$ cat src/rtl/axi_pkg.sv
// Shared AXI definitions for the write-address path: burst encodings,
// page geometry and the packed AW channel layout used by the AW buffer.
package axi_pkg;

   localparam logic [1:0] BURST_FIXED = 2'b00;
   localparam logic [1:0] BURST_INCR  = 2'b01;
   localparam logic [1:0] BURST_WRAP  = 2'b10;

   // AXI forbids a burst from crossing a 4 KiB boundary.
   localparam int unsigned PAGE_BYTES = 4096;
   localparam int unsigned PAGE_BITS  = 12;

   // Default channel widths for the packed AW record.
   localparam int unsigned AW_ID_WIDTH   = 4;
   localparam int unsigned AW_ADDR_WIDTH = 32;
   localparam int unsigned AW_USER_WIDTH = 1;

   // Fixed-width attributes that ride along with every fragment unchanged.
   typedef struct packed {
      logic [2:0] prot;
      logic [3:0] region;
      logic [2:0] size;
      logic [1:0] burst;
      logic       lock;
      logic [3:0] cache;
      logic [3:0] qos;
   } aw_attr_t;

   // Full AW record; field order matches the AW buffer's s_data_in packing.
   typedef struct packed {
      logic [AW_ID_WIDTH-1:0]   id;
      logic [AW_ADDR_WIDTH-1:0] addr;
      logic [7:0]               len;
      aw_attr_t                 attr;
      logic [AW_USER_WIDTH-1:0] user;
      logic                     last;
   } aw_chan_t;

endpackage

$ cat src/rtl/axi_aw_frag_calc.sv
// Combinational fragment sizing: how many beats fit before the next 4 KiB
// page (capped by MAX_BEATS and the remaining beats) and where the next
// fragment starts.
module axi_aw_frag_calc
   import axi_pkg::*;
#(
   parameter int unsigned ADDR_WIDTH = 32,
   parameter int unsigned MAX_BEATS  = 256
) (
   input  logic [ADDR_WIDTH-1:0] cur_addr_i,
   input  logic [2:0]            size_i,
   input  logic [8:0]            beats_left_i,
   input  logic                  incr_i,
   output logic [8:0]            frag_o,
   output logic                  last_o,
   output logic [ADDR_WIDTH-1:0] next_addr_o
);

   localparam logic [12:0] MAX_B     = 13'(MAX_BEATS);
   localparam logic [12:0] PAGE_B    = 13'(PAGE_BYTES);

   logic [ADDR_WIDTH-1:0] low_mask;
   logic [ADDR_WIDTH-1:0] aligned;
   logic [12:0]           to_page;
   logic [12:0]           left_w;
   logic [12:0]           frag_w;
   logic [15:0]           step;

   // Size the fragment and advance the address; non-INCR bursts are never split.
   always_comb begin
      low_mask = (ADDR_WIDTH'(1) << size_i) - ADDR_WIDTH'(1);
      aligned  = cur_addr_i & ~low_mask;
      // aligned[11:0] is a multiple of the beat size, so the result is >= 1.
      to_page  = (PAGE_B - {1'b0, aligned[PAGE_BITS-1:0]}) >> size_i;
      left_w   = {4'b0000, beats_left_i};
      frag_w   = left_w;
      if (to_page < frag_w) frag_w = to_page;
      if (MAX_B < frag_w)   frag_w = MAX_B;
      if (!incr_i)          frag_w = left_w;
      frag_o      = frag_w[8:0];
      last_o      = !incr_i || (frag_w == left_w);
      // At most 256 beats of 128 bytes, which fits in 16 bits.
      step        = 16'(frag_o) << size_i;
      next_addr_o = aligned + ADDR_WIDTH'(step);
   end

endmodule

$ cat src/rtl/axi_aw_4k_splitter.sv
// AW-channel splitter: re-issues each INCR burst as page-safe fragments of
// at most MAX_BEATS beats, tagging the final fragment for the B merger.
module axi_aw_4k_splitter
   import axi_pkg::*;
#(
   parameter int unsigned ID_WIDTH   = 4,
   parameter int unsigned ADDR_WIDTH = 32,
   parameter int unsigned USER_WIDTH = 1,
   parameter int unsigned MAX_BEATS  = 256
) (
   input  logic                  clk_i,
   input  logic                  rst_ni,
   input  logic                  slave_valid_i,
   input  logic [ADDR_WIDTH-1:0] slave_addr_i,
   input  logic [2:0]            slave_prot_i,
   input  logic [3:0]            slave_region_i,
   input  logic [7:0]            slave_len_i,
   input  logic [2:0]            slave_size_i,
   input  logic [1:0]            slave_burst_i,
   input  logic                  slave_lock_i,
   input  logic [3:0]            slave_cache_i,
   input  logic [3:0]            slave_qos_i,
   input  logic [ID_WIDTH-1:0]   slave_id_i,
   input  logic [USER_WIDTH-1:0] slave_user_i,
   output logic                  slave_ready_o,
   output logic                  master_valid_o,
   output logic [ADDR_WIDTH-1:0] master_addr_o,
   output logic [2:0]            master_prot_o,
   output logic [3:0]            master_region_o,
   output logic [7:0]            master_len_o,
   output logic [2:0]            master_size_o,
   output logic [1:0]            master_burst_o,
   output logic                  master_lock_o,
   output logic [3:0]            master_cache_o,
   output logic [3:0]            master_qos_o,
   output logic [ID_WIDTH-1:0]   master_id_o,
   output logic [USER_WIDTH-1:0] master_user_o,
   output logic                  master_last_o,
   input  logic                  master_ready_i
);

   localparam logic [0:0] ST_IDLE = 1'b0;
   localparam logic [0:0] ST_EMIT = 1'b1;

   logic [0:0]            state_q, state_d;
   logic [ADDR_WIDTH-1:0] addr_q, addr_d;
   logic [8:0]            beats_left_q, beats_left_d;
   aw_attr_t              attr_q, attr_d;
   logic [ID_WIDTH-1:0]   id_q, id_d;
   logic [USER_WIDTH-1:0] user_q, user_d;

   logic                  emit;
   logic                  accept;
   logic [8:0]            frag;
   logic                  frag_last;
   logic [ADDR_WIDTH-1:0] next_addr;
   logic [8:0]            len_full;

   assign emit = (state_q == ST_EMIT);

   axi_aw_frag_calc #(
      .ADDR_WIDTH (ADDR_WIDTH),
      .MAX_BEATS  (MAX_BEATS)
   ) u_frag_calc (
      .cur_addr_i   (addr_q),
      .size_i       (attr_q.size),
      .beats_left_i (beats_left_q),
      .incr_i       (attr_q.burst == BURST_INCR),
      .frag_o       (frag),
      .last_o       (frag_last),
      .next_addr_o  (next_addr)
   );

   // Upstream is open when idle, or in the very cycle the last fragment leaves.
   always_comb begin
      slave_ready_o  = !emit || (master_ready_i && frag_last);
      master_valid_o = emit;
      accept         = slave_valid_i && slave_ready_o;
   end

   // Next-state: capture a new burst, or step to the next fragment on handshake.
   always_comb begin
      state_d      = state_q;
      addr_d       = addr_q;
      beats_left_d = beats_left_q;
      attr_d       = attr_q;
      id_d         = id_q;
      user_d       = user_q;
      if (accept) begin
         state_d       = ST_EMIT;
         addr_d        = slave_addr_i;
         beats_left_d  = {1'b0, slave_len_i} + 9'd1;
         attr_d.prot   = slave_prot_i;
         attr_d.region = slave_region_i;
         attr_d.size   = slave_size_i;
         attr_d.burst  = slave_burst_i;
         attr_d.lock   = slave_lock_i;
         attr_d.cache  = slave_cache_i;
         attr_d.qos    = slave_qos_i;
         id_d          = slave_id_i;
         user_d        = slave_user_i;
      end else if (emit && master_ready_i) begin
         if (frag_last) begin
            state_d = ST_IDLE;
         end else begin
            addr_d       = next_addr;
            beats_left_d = beats_left_q - frag;
         end
      end
   end

   // State and captured burst fields; reset drops any outstanding fragments.
   always_ff @(posedge clk_i or negedge rst_ni) begin
      if (!rst_ni) begin
         state_q      <= ST_IDLE;
         addr_q       <= '0;
         beats_left_q <= '0;
         attr_q       <= '0;
         id_q         <= '0;
         user_q       <= '0;
      end else begin
         state_q      <= state_d;
         addr_q       <= addr_d;
         beats_left_q <= beats_left_d;
         attr_q       <= attr_d;
         id_q         <= id_d;
         user_q       <= user_d;
      end
   end

   // Fragment fields; len and last are qualified so idle/reset reads zero.
   always_comb begin
      len_full        = frag - 9'd1;
      master_addr_o   = addr_q;
      master_len_o    = emit ? len_full[7:0] : 8'd0;
      master_last_o   = emit && frag_last;
      master_prot_o   = attr_q.prot;
      master_region_o = attr_q.region;
      master_size_o   = attr_q.size;
      master_burst_o  = attr_q.burst;
      master_lock_o   = attr_q.lock;
      master_cache_o  = attr_q.cache;
      master_qos_o    = attr_q.qos;
      master_id_o     = id_q;
      master_user_o   = user_q;
   end

endmodule

$ cat config.mk
export PLATFORM = sky130hd
export DESIGN_NAME = axi_aw_4k_splitter
export DESIGN_NICKNAME = d
export VERILOG_FILES = /design/src/rtl/axi_pkg.sv /design/src/rtl/axi_aw_frag_calc.sv /design/src/rtl/axi_aw_4k_splitter.sv
export SDC_FILE = /design/constraint.sdc
export NUM_CORES = 1
export LEC_CHECK = 0
export CAP_MARGIN = 5
export CELL_PAD_IN_SITES_DETAIL_PLACEMENT = 1
export CELL_PAD_IN_SITES_GLOBAL_PLACEMENT = 1
export CORE_MARGIN = 5
export CORE_UTILIZATION = 39
export CTS_CLUSTER_DIAMETER = 120
export CTS_CLUSTER_SIZE = 12
export DETAILED_ROUTE_END_ITERATION = 16
export HOLD_SLACK_MARGIN = 0.06
export PLACE_DENSITY = 0.84
export SYNTH_ARGS = -nofsm -noshare
export SYNTH_HDL_FRONTEND = slang
export SYNTH_HIERARCHICAL = 1
export SYNTH_SLANG_ARGS = --single-unit
$ cat constraint.sdc
create_clock -name clk_i -period 12.43 [get_ports clk_i]
set_clock_uncertainty 0.1 [all_clocks]
set_input_delay 1.243 -clock clk_i [delete_from_list [all_inputs] [get_ports clk_i]]
set_output_delay 1.243 -clock clk_i [all_outputs]
set_load 0.02 [all_outputs]
# Yosys cells after proc, flatten, opt, wreduce, memory -nomap -nowiden
# Cells that the tools add are included.
# totals
register_bits,68
# op_classes
n_reduce_logical,12
magnitude_cmp,2
add_sub_neg,6
n_mux,13
shifts,3
eq_ne,3
bitwise,2
# ops
op,n
32-bit 2-to-1 mux,3
13-bit 2-to-1 mux,3
32-bit by 16-bit adder with 32-bit output,1
32-bit AND,1
32-bit NOT,1
"1-bit by 3-bit << shifter with 32-bit output, first input constant",1
"32-bit by 2-bit subtractor with 32-bit output, second input constant",1
9-bit 2-to-1 mux,3
9-bit by 3-bit << shifter with 16-bit output,1
13-bit by 9-bit equality test with 1-bit output,1
13-bit by 9-bit < comparator with 1-bit output,1
"9-bit by 13-bit < comparator with 1-bit output, first input constant",1
13-bit by 3-bit >> shifter with 13-bit output,1
"13-bit by 12-bit subtractor with 13-bit output, first input constant",1
"8-bit by 1-bit adder with 9-bit output, second input constant",1
9-bit subtractor,1
8-bit 2-to-1 mux,1
"8-bit by 1-bit subtractor with 8-bit output, second input constant",1
1-bit logical AND,4
2-bit AND reduction,2
2-bit nonzero test,2
1-bit 2-to-1 mux,3
"2-bit by 1-bit equality test with 1-bit output, second input constant",1
1-bit logical NOT,2
other kinds (2),3

# Longest topological paths before layout
# logic_depth
word_depth,18
depth_mapped,45
ltp_nobuf,38

# Cells and area by module
# Netlist, hierarchy kept.
# by_module_without_submodules
mod,cells_per_inst,instances,seq_area_each_um2,area_each_um2
axi_aw_4k_splitter,383,1,1701.6,3460.8
axi_aw_frag_calc,469,1,0.0,3259.4

# Worst setup path before layout
# Ideal clock, no wire load.
# synth_timing
kind,register to register
startpoint,register attr_q (netlist bit master_size_o[0])
endpoint,register addr_q[31] (netlist: master_addr_o[31])
arrival_ns,8.838
period_less_slack_ns,9.071
stages_incl_launch_ff,45
required_time_ns,12.197
setup_time_ns,0.133
setup_slack_ns,3.359
path_cell_list,dfrtp_1 -> buf_4 -> clkbuf_1 -> buf_1 -> buf_1 -> nand2_1 -> ha_1 -> nand2_1 -> ha_1 -> buf_1 -> nand2_1 -> a21oi_2 -> and3_1 -> clkbuf_1 -> o21ai_0 -> a21boi_0 -> o21ai_0 -> a21oi_1 -> [... 9 more ...] -> a2bb2oi_2 -> mux2_2 -> nor2_1 -> ha_1 -> a21o_1 -> a21oi_1 -> o21bai_1 -> a21oi_1 -> nor2b_1 -> o211ai_1 -> a21oi_1 -> o41ai_1 -> o21ai_0 -> o31ai_1 -> nor2_1 -> xnor2_1 -> mux2i_1 -> o21ai_0
# synth_lines
item,line_no,source
start: declaration,axi_aw_4k_splitter.sv:48,"aw_attr_t attr_q, attr_d;"
start signal: assignment,axi_aw_4k_splitter.sv:125,attr_q <= attr_d;
1-bit by 3-bit << shifter with 32-bit output,axi_aw_frag_calc.sv:31,low_mask = (ADDR_WIDTH'(1) << size_i) - ADDR_WIDTH'(1);
32-bit by 2-bit subtractor with 32-bit output,axi_aw_frag_calc.sv:31,
32-bit NOT,axi_aw_frag_calc.sv:32,aligned = cur_addr_i & ~low_mask;
32-bit AND,axi_aw_frag_calc.sv:32,
13-bit by 12-bit subtractor with 13-bit output,axi_aw_frag_calc.sv:34,"to_page = (PAGE_B - {1'b0, aligned[PAGE_BITS-1:0]}) >> size_i;"
13-bit by 3-bit >> shifter with 13-bit output,axi_aw_frag_calc.sv:34,
13-bit by 9-bit < comparator with 1-bit output,axi_aw_frag_calc.sv:37,if (to_page < frag_w) frag_w = to_page;
13-bit 2-to-1 mux,axi_aw_frag_calc.sv:37,
9-bit by 13-bit < comparator with 1-bit output,axi_aw_frag_calc.sv:38,if (MAX_B < frag_w) frag_w = MAX_B;
13-bit 2-to-1 mux,axi_aw_frag_calc.sv:38,
13-bit 2-to-1 mux,axi_aw_frag_calc.sv:39,if (!incr_i) frag_w = left_w;
9-bit by 3-bit << shifter with 16-bit output,axi_aw_frag_calc.sv:43,step = 16'(frag_o) << size_i;
32-bit by 16-bit adder with 32-bit output (*),axi_aw_frag_calc.sv:44,next_addr_o = aligned + ADDR_WIDTH'(step);
via next_addr[31],axi_aw_4k_splitter.sv:56,logic [ADDR_WIDTH-1:0] next_addr;
32-bit 2-to-1 mux (*),axi_aw_4k_splitter.sv:103,if (frag_last) begin
32-bit 2-to-1 mux (*),axi_aw_4k_splitter.sv:102,end else if (emit && master_ready_i) begin
32-bit 2-to-1 mux (*),axi_aw_4k_splitter.sv:89,if (accept) begin
end signal: assignment,axi_aw_4k_splitter.sv:123,addr_q <= addr_d;
end: declaration,axi_aw_4k_splitter.sv:46,"logic [ADDR_WIDTH-1:0] addr_q, addr_d;"
# Mark *: on every way through the listed nets, which the timed path passes. The rest lies on a longest branch. The select of a mux whose other input is x is not followed.
# A chain may end at the register's enable or synchronous reset.

# Worst setup path after layout
# layout_timing
startpoint,register attr_q (netlist bit master_size_o[1])
endpoint,register addr_q[29] (netlist: master_addr_o[29])
# The elaborated chain is that of the path after synthesis.

==> key figures <==
Die
  • Initial Util: 0.393
  • Die width: 141 um
  • Core area: 17100 um2
  • Top Ports: 139
  • DIE HEIGHT: roughly 140 um
  • Row count: 48
  • Die area: 20000 um2

Yosys
  • Number of enable flip-flop cells after synthesis: 0
  • Cells after Synth: ~850
  • Synth cell types: between 80 and 90
  • Syn_area_per_cell: ~8 um2
  • Syn Nets: slightly below 1000
  • Synthesized area: 6720 um2
  • Post-synthesis sequential area ratio: 0.253
  • Fraction of registers with async set/reset: 1.00
  • Synth warnings: 6
  • Main synth FF type: dfrtp_1
  • Synthesis-stage register bit count: 68

Clock tree
  • Hold buffer count at cts: 0
  • Clock latency reported for the late side of the worst-skew pair: ~0.34 ns
  • Total CTS buffers: 9
  • H-tree Lvls: 3
  • Post-CTS Resized: 0
  • Reg clk slew, reported paths: 0.06 ns
  • CTS tree: done
  • Post-CTS Setup Repair Bufs: 0
  • Root Driver: clkbuf_16
  • Clock Sinks: 68
  • Clock Path Buffers: 2

Worst setup path
  • Required time worst endpoint: 12.51 ns
  • Crit. End Element: flip-flop
  • CP Data Arrival Time: 10.98 ns
  • Critical path buffers and inverters: 1
  • Cell family with most CP delay: compound AO/OA/AOI/OAI gates
  • Crit path largest cell delay: 1.05 ns
  • CP most frequent cell: a21oi_1
  • CP Class: flip-flop to flip-flop
  • Worst Setup Start Kind: flip-flop
  • Slowest-stage cell, CP: o31ai_1
  • CP max FO: 29

Routing
  • Post-DR wirelength/cell: approximately 19 um
  • DRT Pass-1 Iters: 5
  • Vias per Instance: 5.68
  • Final WL: 22900 um
  • DRC Markers: 0
  • DRT antenna net count: 0
  • Via count: 6752
  • Initial drt markers: just over 400

Run status
  • Status: completed

Place
  • Final HPWL DP: between 15000 and 20000 um
  • Placed cell area: 8190 um2
  • GPL Wtd Cong: 0.944
  • Port-buffer cells: ~140

GRT
  • All-Layer GR Usage: 0.226
  • Overflow after GRT: 0
  • Initial antenna violation count: 0
  • Vias in the first global route: 6880
  • First-pass GRT wire length: around 37000 um
  • Largest net degree at the start of global routing: 100

Finish
  • Synth-to-layout area growth: 26.3%
  • Post-route design area: between 8000 and 9000 um2
  • Nets@finish: 1067
  • Share of cells above drive strength 1: 0.0717
  • Ant diodes: 0

STA
  • Final Hold Fails: 0
  • Final setup violation count: 0
  • Achievable frequency: 91.7 MHz
  • RSZ-0062 raised after global routing: no
  • Setup TNS Final: 0 ns
  • Max-slew violations: 0
  • Measured slew at the worst slew-check pin: 1.26 ns
  • Slew HR: 0.155
  • Part of the cycle the worst path needs: 0.878
  • Final min period: 10.91 ns

Flow run
  • Maxcap violations: 0

Min path
  • Worst hold path type: flip-flop to flip-flop
[synthesized netlist by cell type (5+ instances only)]
cell      instances  area, um2
o31ai_1           5       37.5
clkbuf_1         27        101
mux2i_1          46        460
nand3_1          18       90.1
ha_1             37        463
and3_1           12       75.1
nor2_1           62        233
dfrtp_1          68       1700
buf_2            10       50.1
nand4_1          15       93.8
a211oi_1         14        105
a21oi_1          35        175
xnor2_1          39        342
nand2_1         166        623
inv_1            45        169
nor3_1           11       55.1
and2_1           13       81.3
a21o_1           12       90.1
o21ai_0          60        300
xor2_1           17        149
o22ai_1           5       31.3
mux4_2            5        113
nor2b_1           9       56.3
nand2b_1         10       62.6
[state kept, by name (all words and copies together) (netlist names)]
signal,cells
master_burst_o,2
master_id_o,4
master_size_o,3
master_prot_o,3
master_lock_o,1
master_region_o,4
master_addr_o,32
master_cache_o,4
master_user_o,1
master_valid_o,1
master_qos_o,4
beats_left_q,9
[cells in the final DEF, fill, tap and decap left out, types with 5 or more instances in the layout]
cell	n
clkdlybuf4s50_1	137
o21ai_0	60
mux2i_1	46
clkbuf_16	9
nand3_1	18
nor2b_1	9
a21oi_1	35
nor2_1	62
nand4_1	15
mux4_2	5
xnor2_1	39
ha_1	37
a21o_1	12
and3_1	12
o31ai_1	5
and2_1	12
nand2_1	166
buf_4	6
inv_1	45
xor2_1	17
nand2b_1	10
a211oi_1	14
o22ai_1	5
nor3_1	11
dfrtp_1	68
[worst reg2reg max path, delay by kind of cell, from the launching register on]
family	cells	cell delay, ns
multiplexers	2	0.44
buffers and inverters	1	0.07
adder cells (fa/ha/maj)	3	0.97
XOR/XNOR	1	0.20
AND/OR/NAND/NOR	9	2.41
AO/OA/AOI/OAI	21	5.85
flip-flops	1	0.73
[path summary, 6_finish.rpt]
check | from | to | slack (ns) | depth (start not counted)
setup / recovery | master_size_o[1] | master_addr_o[29] | 1.52 | 37
hold / removal | master_prot_o[1] | master_prot_o[1] | 0.37 | 2
setup reg to reg | master_size_o[1] | master_addr_o[29] | 1.52 | 37
hold reg to reg | master_prot_o[1] | master_prot_o[1] | 0.37 | 2
max in group asynchronous | rst_ni | master_prot_o[1] | 10.70 | 1
min in group asynchronous | rst_ni | master_addr_o[10] | 0.92 | 1
[layout make-up]
type,count,area (um2)
timing repair buffer,143,1420
clock inverter,6,63.8
multi-input combinational,687,4600
inverter,49,184
clock buffer,10,239
sequential,68,1700
fill,2085,8630
tap,225,282
[per-layer routing]
metal	GRT usage	wire, um
met3	0.0576	1690
met1	0.298	10100
met2	0.372	10600
met5	0	0
met4	0.0597	459
[metrics by stage]
stage | hold WS (ns) | cells | setup WS (ns) | util
after detailed placement | 0.364 | 1172 | 1.88 | 0.478
after global placement | 0.356 | 1172 | 2.62 | 0.478
final | 0.372 | 1188 | 1.52 | 0.496
after CTS | 0.378 | 1188 | 1.66 | 0.496
after floorplan | 0.414 | 852 | 3.36 | -
after global routing | 0.389 | 1188 | 0.716 | 0.496
[logic make-up after synthesis]
family / synth area share
buffers and inverters: 0.0618
AND/OR/NAND/NOR: 0.227
flip-flops: 0.253
adder cells (fa/ha/maj): 0.0748
multiplexers: 0.0912
XOR/XNOR: 0.0730
AO/OA/AOI/OAI: 0.219
Power is left out: the tool's default activity adds up to more than one toggle a clock period on the data nets, which glitch-free logic cannot reach.
